[src/rtl/alg_dm_cmd_arbiter.sv]
// alg_dm_cmd_arbiter
//   Shares one AXI datamover MM2S command port between two requesters and
//   routes the returning status words back to whichever requester issued the
//   matching command.
//
//   Each issued command carries a 4-bit tag {requester id, 3-bit issue count}
//   in tdata[67:64]. Issued tags are queued in order, and the head of that
//   queue decides where the next status word goes. The queue is MAX_OUTST
//   deep, and the arbiter stalls while it is full.
//
// Ports
//   clk, rst                   rising-edge clock, synchronous active-high reset
//   s0_axis_cmd_*              requester 0 command (72-bit tdata)
//   s1_axis_cmd_*              requester 1 command (72-bit tdata)
//   m_axis_mm2s_cmd_*          shared datamover command (tag inserted)
//   s_axis_mm2s_sts_*          datamover status ([7] OKAY, [6:4] err, [3:0] tag)
//   m0_sts_*, m1_sts_*         status routed to requester 0 / 1
//   clr_err                    clears the sticky error flags
//   err_status                 sticky: status reported not-OKAY or error bits
//   err_tag                    sticky: status tag differed from expected tag
//   err_orphan                 sticky: status arrived with nothing in flight
//   outst_cnt                  commands issued and awaiting status

module alg_dm_cmd_arbiter #(
  parameter int unsigned MAX_OUTST = 4
) (
  input  logic        clk,
  input  logic        rst,

  input  logic [71:0] s0_axis_cmd_tdata,
  input  logic        s0_axis_cmd_tvalid,
  output logic        s0_axis_cmd_tready,

  input  logic [71:0] s1_axis_cmd_tdata,
  input  logic        s1_axis_cmd_tvalid,
  output logic        s1_axis_cmd_tready,

  output logic [71:0] m_axis_mm2s_cmd_tdata,
  output logic        m_axis_mm2s_cmd_tvalid,
  input  logic        m_axis_mm2s_cmd_tready,

  input  logic [7:0]  s_axis_mm2s_sts_tdata,
  input  logic        s_axis_mm2s_sts_tvalid,
  output logic        s_axis_mm2s_sts_tready,

  output logic [7:0]  m0_sts_tdata,
  output logic        m0_sts_tvalid,
  input  logic        m0_sts_tready,

  output logic [7:0]  m1_sts_tdata,
  output logic        m1_sts_tvalid,
  input  logic        m1_sts_tready,

  input  logic        clr_err,
  output logic        err_status,
  output logic        err_tag,
  output logic        err_orphan,
  output logic [3:0]  outst_cnt
);

  localparam int unsigned AW = (MAX_OUTST > 1) ? $clog2(MAX_OUTST) : 1;

  typedef enum logic {
    ARB,
    SEND
  } state_t;

  state_t      state, state_nxt;
  logic        grant, grant_nxt;
  logic        last_grant, last_grant_nxt;

  logic [2:0]  issue_cnt;
  logic [3:0]  tag_mem [MAX_OUTST];
  logic [AW-1:0] wr_ptr, rd_ptr;

  logic        any_req;
  logic        winner;
  logic        fifo_empty;
  logic        can_issue;
  logic        cmd_hs;
  logic        sts_hs;
  logic        orphan;
  logic        route;
  logic [3:0]  head_tag;
  logic [3:0]  issue_tag;
  logic [71:0] granted_tdata;
  logic        sts_bad;
  logic        tag_bad;

  // ---------------------------------------------------------------------------
  // Arbitration helpers
  // ---------------------------------------------------------------------------
  assign any_req   = s0_axis_cmd_tvalid | s1_axis_cmd_tvalid;
  assign fifo_empty = (outst_cnt == 4'd0);
  assign can_issue = (outst_cnt < 4'(MAX_OUTST));

  // On a tie, the requester that was not granted last wins. With only one
  // request, s1 wins exactly when s1 is the one asking.
  always_comb begin
    if (s0_axis_cmd_tvalid && s1_axis_cmd_tvalid) begin
      winner = ~last_grant;
    end else begin
      winner = s1_axis_cmd_tvalid;
    end
  end

  // ---------------------------------------------------------------------------
  // FSM: state register
  // ---------------------------------------------------------------------------
  always_ff @(posedge clk) begin
    if (rst) begin
      state      <= ARB;
      grant      <= 1'b0;
      last_grant <= 1'b1;
    end else begin
      state      <= state_nxt;
      grant      <= grant_nxt;
      last_grant <= last_grant_nxt;
    end
  end

  // ---------------------------------------------------------------------------
  // FSM: next state
  // ---------------------------------------------------------------------------
  always_comb begin
    state_nxt      = state;
    grant_nxt      = grant;
    last_grant_nxt = last_grant;
    case (state)
      ARB: begin
        if (any_req && can_issue) begin
          state_nxt      = SEND;
          grant_nxt      = winner;
          last_grant_nxt = winner;
        end
      end
      SEND: begin
        if (m_axis_mm2s_cmd_tready) begin
          state_nxt = ARB;
        end
      end
      default: state_nxt = ARB;
    endcase
  end

  // ---------------------------------------------------------------------------
  // FSM: outputs
  // ---------------------------------------------------------------------------
  assign issue_tag = {grant, issue_cnt};

  always_comb begin
    m_axis_mm2s_cmd_tvalid = (state == SEND);
    s0_axis_cmd_tready     = (state == SEND) && !grant && m_axis_mm2s_cmd_tready;
    s1_axis_cmd_tready     = (state == SEND) &&  grant && m_axis_mm2s_cmd_tready;
    granted_tdata          = grant ? s1_axis_cmd_tdata : s0_axis_cmd_tdata;
    m_axis_mm2s_cmd_tdata  = {granted_tdata[71:68], issue_tag, granted_tdata[63:0]};
  end

  assign cmd_hs = (state == SEND) && m_axis_mm2s_cmd_tready;

  // ---------------------------------------------------------------------------
  // Status routing: the oldest outstanding tag selects the destination
  // ---------------------------------------------------------------------------
  assign head_tag = tag_mem[rd_ptr];
  assign route    = head_tag[3];

  always_comb begin
    m0_sts_tdata  = s_axis_mm2s_sts_tdata;
    m1_sts_tdata  = s_axis_mm2s_sts_tdata;
    m0_sts_tvalid = 1'b0;
    m1_sts_tvalid = 1'b0;
    if (fifo_empty) begin
      // Nothing in flight: sink the word so a stray status cannot wedge the bus.
      s_axis_mm2s_sts_tready = 1'b1;
    end else begin
      s_axis_mm2s_sts_tready = route ? m1_sts_tready : m0_sts_tready;
      m0_sts_tvalid          = s_axis_mm2s_sts_tvalid && !route;
      m1_sts_tvalid          = s_axis_mm2s_sts_tvalid &&  route;
    end
  end

  assign sts_hs  = s_axis_mm2s_sts_tvalid && s_axis_mm2s_sts_tready && !fifo_empty;
  assign orphan  = s_axis_mm2s_sts_tvalid && fifo_empty;
  assign sts_bad = sts_hs && (!s_axis_mm2s_sts_tdata[7] || (s_axis_mm2s_sts_tdata[6:4] != 3'b000));
  assign tag_bad = sts_hs && (s_axis_mm2s_sts_tdata[3:0] != head_tag);

  // ---------------------------------------------------------------------------
  // Issue counter, tag FIFO pointers and occupancy
  // ---------------------------------------------------------------------------
  always_ff @(posedge clk) begin
    if (rst) begin
      issue_cnt <= '0;
      wr_ptr    <= '0;
      rd_ptr    <= '0;
      outst_cnt <= '0;
    end else begin
      if (cmd_hs) begin
        issue_cnt <= issue_cnt + 3'd1;
        wr_ptr    <= wr_ptr + 1'b1;
      end
      if (sts_hs) begin
        rd_ptr <= rd_ptr + 1'b1;
      end
      case ({cmd_hs, sts_hs})
        2'b10:   outst_cnt <= outst_cnt + 4'd1;
        2'b01:   outst_cnt <= outst_cnt - 4'd1;
        default: outst_cnt <= outst_cnt;
      endcase
    end
  end

  // Tag storage needs no reset: entries are only read once written.
  always_ff @(posedge clk) begin
    if (cmd_hs) begin
      tag_mem[wr_ptr] <= issue_tag;
    end
  end

  // ---------------------------------------------------------------------------
  // Sticky error flags; a new error in the clearing cycle stays visible
  // ---------------------------------------------------------------------------
  always_ff @(posedge clk) begin
    if (rst) begin
      err_status <= 1'b0;
      err_tag    <= 1'b0;
      err_orphan <= 1'b0;
    end else begin
      if (sts_bad)      err_status <= 1'b1;
      else if (clr_err) err_status <= 1'b0;

      if (tag_bad)      err_tag <= 1'b1;
      else if (clr_err) err_tag <= 1'b0;

      if (orphan)       err_orphan <= 1'b1;
      else if (clr_err) err_orphan <= 1'b0;
    end
  end

endmodule

[config.mk]
export PLATFORM = sky130hd
export DESIGN_NAME = alg_dm_cmd_arbiter
export DESIGN_NICKNAME = d
export VERILOG_FILES = /design/src/rtl/alg_dm_cmd_arbiter.sv
export SDC_FILE = /design/constraint.sdc
export NUM_CORES = 1
export LEC_CHECK = 0
export CAP_MARGIN = 20
export CORE_AREA = 4 4 100 102
export DETAILED_ROUTE_END_ITERATION = 12
export DIE_AREA = 0 0 104 106
export HOLD_SLACK_MARGIN = 0.06
export PLACE_DENSITY = 0.83
export SYNTH_ARGS = -nofsm -noshare
export SYNTH_HDL_FRONTEND = slang
export SYNTH_SLANG_ARGS = --single-unit
[constraint.sdc]
create_clock -name clk -period 8.09 [get_ports clk]
set_input_delay 1.2135 -clock clk [delete_from_list [all_inputs] [get_ports clk]]
set_output_delay 1.2135 -clock clk [all_outputs]
set_load 0.05 [all_outputs]
# --- Word-level counts from Yosys, hierarchy flattened ---
# Memory sizes are Yosys's and may differ from the RTL's. A register that Yosys moved wholly into a read port is not among the register bits.
# Cells that the tools add are included.
word_totals:
  ff_bits: 17
  ramBits: 16
  in_bits: 161
  output_inout_bits: 101
  n_memories: 1
mem_list:
  columns: ["name", "words", "width", "read_ports", "rd_clocked_by_memory_dff", "wr", "line", "rtl"]
  rows:
  - ["tag_mem", 4, 4, 1, 1, 1, "73", "logic [3:0] tag_mem [MAX_OUTST];"]
classes:
  addsub: 5
  magnitude_cmp: 1
  n_eq_ne: 3
  n_mux: 18
  bitwise_logic: 3
  reduce_logical: 26
op_table:
  columns: ["op", "count"]
  rows:
  - ["72-bit two-way mux", 1]
  - ["1-bit logical AND", 14]
  - ["1-bit two-way mux", 13]
  - ["4-bit case mux with 2 select lines", 1]
  - ["2-bit nonzero test", 4]
  - ["2-bit by 1-bit adder with 2-bit output, second input constant", 2]
  - ["4-bit by 1-bit adder with 4-bit output, second input constant", 1]
  - ["1-bit zero test", 4]
  - ["4-bit zero test", 1]
  - ["4-bit by 3-bit < comparator with 1-bit output, second input constant", 1]
  - ["2-bit two-way mux", 2]
  - ["4-bit != test", 1]
  - ["4-bit by 1-bit subtractor with 4-bit output, second input constant", 1]
  - ["3-bit by 1-bit adder with 3-bit output, second input constant", 1]
  - ["3-bit nonzero test", 1]
  - ["2-bit by 1-bit equality test with 1-bit output, second input constant", 1]
  - ["2-bit equality test, second input constant", 1]
  - ["1-bit inverter", 2]
  - ["1-bit case mux with 2 select lines", 1]
  - ["2-bit AND reduction", 1]
  - ["1-bit logical OR", 1]
  - ["1-bit OR", 1]

# --- Logic depth before layout (Yosys ltp) ---
logic_depth:
  ltp_word: 6
  depth_mapped: 10
  ltp_nobuf: 10

# --- Worst setup path before layout ---
# Ideal clock, no wire load.
synth_path:
  path_kind: "input port to output port"
  startpoint: "input m_axis_mm2s_cmd_tready"
  endpoint: "output s0_axis_cmd_tready"
  t_arrival_ns: 2.314
  required_ns: 6.877
  slack_ns: 4.562
  cell_stages: 3
  n_path_buf: 1
  path_cell_list: "clkbuf_1 nand2_1 nor2_1"
synth_between:
  elab_chain_len: 1
synth_rtl:
  columns: ["item", "line", "rtl"]
  rows:
  - ["from (decl)", "40", "input logic m_axis_mm2s_cmd_tready,"]
  - ["1-bit logical AND", "153", "s0_axis_cmd_tready = (state == SEND) && !grant && m_axis_mm2s_cmd_tready;"]
  - ["to (decl)", "32", "output logic s0_axis_cmd_tready,"]
# No other way between the ends.

# --- Final worst setup path ---
# Same ends and word-level chain as after synthesis.

==> metrics.csv <==
metric,value,unit
syn_nets,392,
path_buf_inv,2,
rsz0062_at_grt,false,
cts_setup_buffers,0,
ys_types,33,
ant_nets,0,
rows,35,
first_global_vias,2937,
core-area,9110,µm²
synthToLayoutAreaGrowth,106,%
drv_cap,0,
path_max_fanout,10,
seq_area,862,µm²
hpwl,10.1,mm
critPathSlowestCell,clkdlybuf4s50_1,
cts_resized,0,
fp.dieW,104,µm
drv_slew,0,
ys_ff_latch,35,
nNetsFinal,624,
clk_pin_slew,0.07,ns
grt_overflow_total,0,
pin_count,262,
crit_family,buffers and inverters,
outcome,"finished, final reports clean",
start_kind,primary input,
p_total,0.741,mW
async_flop_share,0,%
p_per_area,146,nW/µm²
vias,2579,
port_buffers,253,
wl,11.6,mm
cp_common_cell,clkdlybuf4s50_1,
critPathKind,primary input to output port,
cts_made_buffers,5,
avgRoutedWirePerCell,20.5,µm
tightest_slew,0.710,ns
syn_area_per_cell,11.1,µm²
hold_viol_final,0,
p_leak,1.89,nW
ys.flop_type,dfxtp_1,
cts_max_path_buffers,2,
dr.pass1.iters,4,
syn_area,2470,µm²
fmaxAchievable,230,MHz
yosysWarnings,0,
crit_path_cell_trace,clkdlybuf4s50_1 > nand2_1 > nor2_1 > clkdlybuf4s50_1,
antenna_cells,0,
period_share,53.8,%
cts_tree,yes,
die_h,106,µm
layout_common_cells,"253 x clkdlybuf4s50_1, 68 x mux2_2, 18 x dfxtp_1",
critical_path_required,6.88,ns
insertion_delay,0.29,ns
finalSetupViolCount,0,
grt_max_degree,54,
worstPathArrival,3.14,ns
antenna_found_initial,0,
nFillCells,815,
end_kind,output port,
drtIter0Drc,58,
htree_num_levels,2,
vias_per_cell,4.55,
vdd_drop_max,0.0733,mV
max_stage_delay,0.82,ns
synth_enable_flop_cells,16,
final_common_cell,clkdlybuf4s50_1,
drc,0,
cts_root_buf,clkbuf_8,
track_usage,20.2,%
ctsHoldBuffers,0,
hold_class,register to register,
timing.slew.headroom,52.5,%
yosysSeqAreaShare,34.9,%
grt_pass1_wl,16.8,mm
clock-skew-final,0.00760,ns
setup_tns,0,ns
numClockSinks,35,
gp_congestion,0.812,
start_util,27.1,%
drive_above_1_share,18.0,%
post-route-min-period,4.35,ns
multi_input_comb_area,1420,µm²
dieArea,11000,µm²
synth_cells,223,
## power by group
group | switching, mW | internal, mW
clock network | 0.0624 | 0.0777
logic | 0.222 | 0.175
registers | 0.0112 | 0.193
total | 0.296 | 0.446
## path summary, 6_finish.rpt
path / depth (start not counted) / slack, ns / from / endpoint
worst min-delay path: 2 / 0.46 / err_status / err_status
worst min register to register: 2 / 0.46 / err_status / err_status
worst max register to register: 10 / 5.19 / register / outst_cnt[2]
worst max-delay path: 4 / 3.74 / m_axis_mm2s_cmd_tready / s0_axis_cmd_tready
## metal layers
metal	global-route usage (%)	up-vias	part of all wire (%)
li1	-	1256	-
met1	18.9	1183	34
met2	38.8	124	54
met3	9.59	16	10
met4	5.79	0	2.1
met5	0	-	0
## flip-flops by register name (all words and copies together), names as in the netlist, named ones only
signal / cells
err_status: 1
tag_mem: 16
outst_cnt: 4
err_tag: 1
grant: 1
last_grant: 1
err_orphan: 1
wr_ptr: 2
issue_cnt: 3
m_axis_mm2s_cmd_tvalid: 1
rd_ptr: 2
## layout make-up
type / instances / share of cell area [%]
Clock buffer: 6 / 1.85
Clock inverter: 2 / 0.172
Inverter: 5 / 0.369
Multi-Input combinational cell: 154 / 27.9
Sequential cell: 35 / 17.0
Tap cell: 111 / 2.73
Timing Repair Buffer: 254 / 50.0
## kinds of logic after synthesis
| kind of cell | Yosys count | synth area share [%] |
|---|---|---|
| xor gates and xnor gates | 13 | 4.61 |
| DFF | 35 | 34.9 |
| AOI/OAI and AO/OA | 17 | 3.90 |
| and+or+nand+nor | 42 | 8.76 |
| adders and majority gates | 8 | 4.05 |
| muxes | 74 | 36.1 |
| buffers and inverters | 34 | 7.75 |
## per-stage QoR
stage / utilization [%] / area [µm²] / cells / setup WS (ns) / hold slack, ns
after floorplan: - / 2470 / 223 / 4.56 / 0.435
after global placement: 54.6 / 4980 / 559 / 3.74 / 0.444
after detailed placement: 54.6 / 4980 / 559 / 3.73 / 0.456
after CTS: 55.8 / 5080 / 567 / 3.72 / 0.466
after global routing: 55.8 / 5080 / 567 / 3.59 / 0.490
final: 55.8 / 5080 / 567 / 3.74 / 0.462
## cells in the mapped netlist, types with 4 or more instances
cell type	count	share of area, %
dfxtp_1	19	15
mux2_2	68	31
a21oi_1	10	2.0
ha_1	8	4.1
and3_1	6	1.5
xnor2_1	4	1.4
nor2_1	14	2.1
inv_1	5	0.76
edfxtp_1	16	19
clkbuf_1	11	1.7
nand2_1	8	1.2
o21ai_0	4	0.81
buf_4	17	5.2
xor2_1	9	3.2
## worst register-to-register path: cells and delay by family, from the launching register on
family	cells	cell delay, ns
flops	1	0.45
fa+ha+maj	2	0.46
compound gates	2	0.18
xor+xnor	2	0.33
mux	2	0.82
simple gates	2	0.57
No activity file was read; power rests on OpenSTA's default activity.
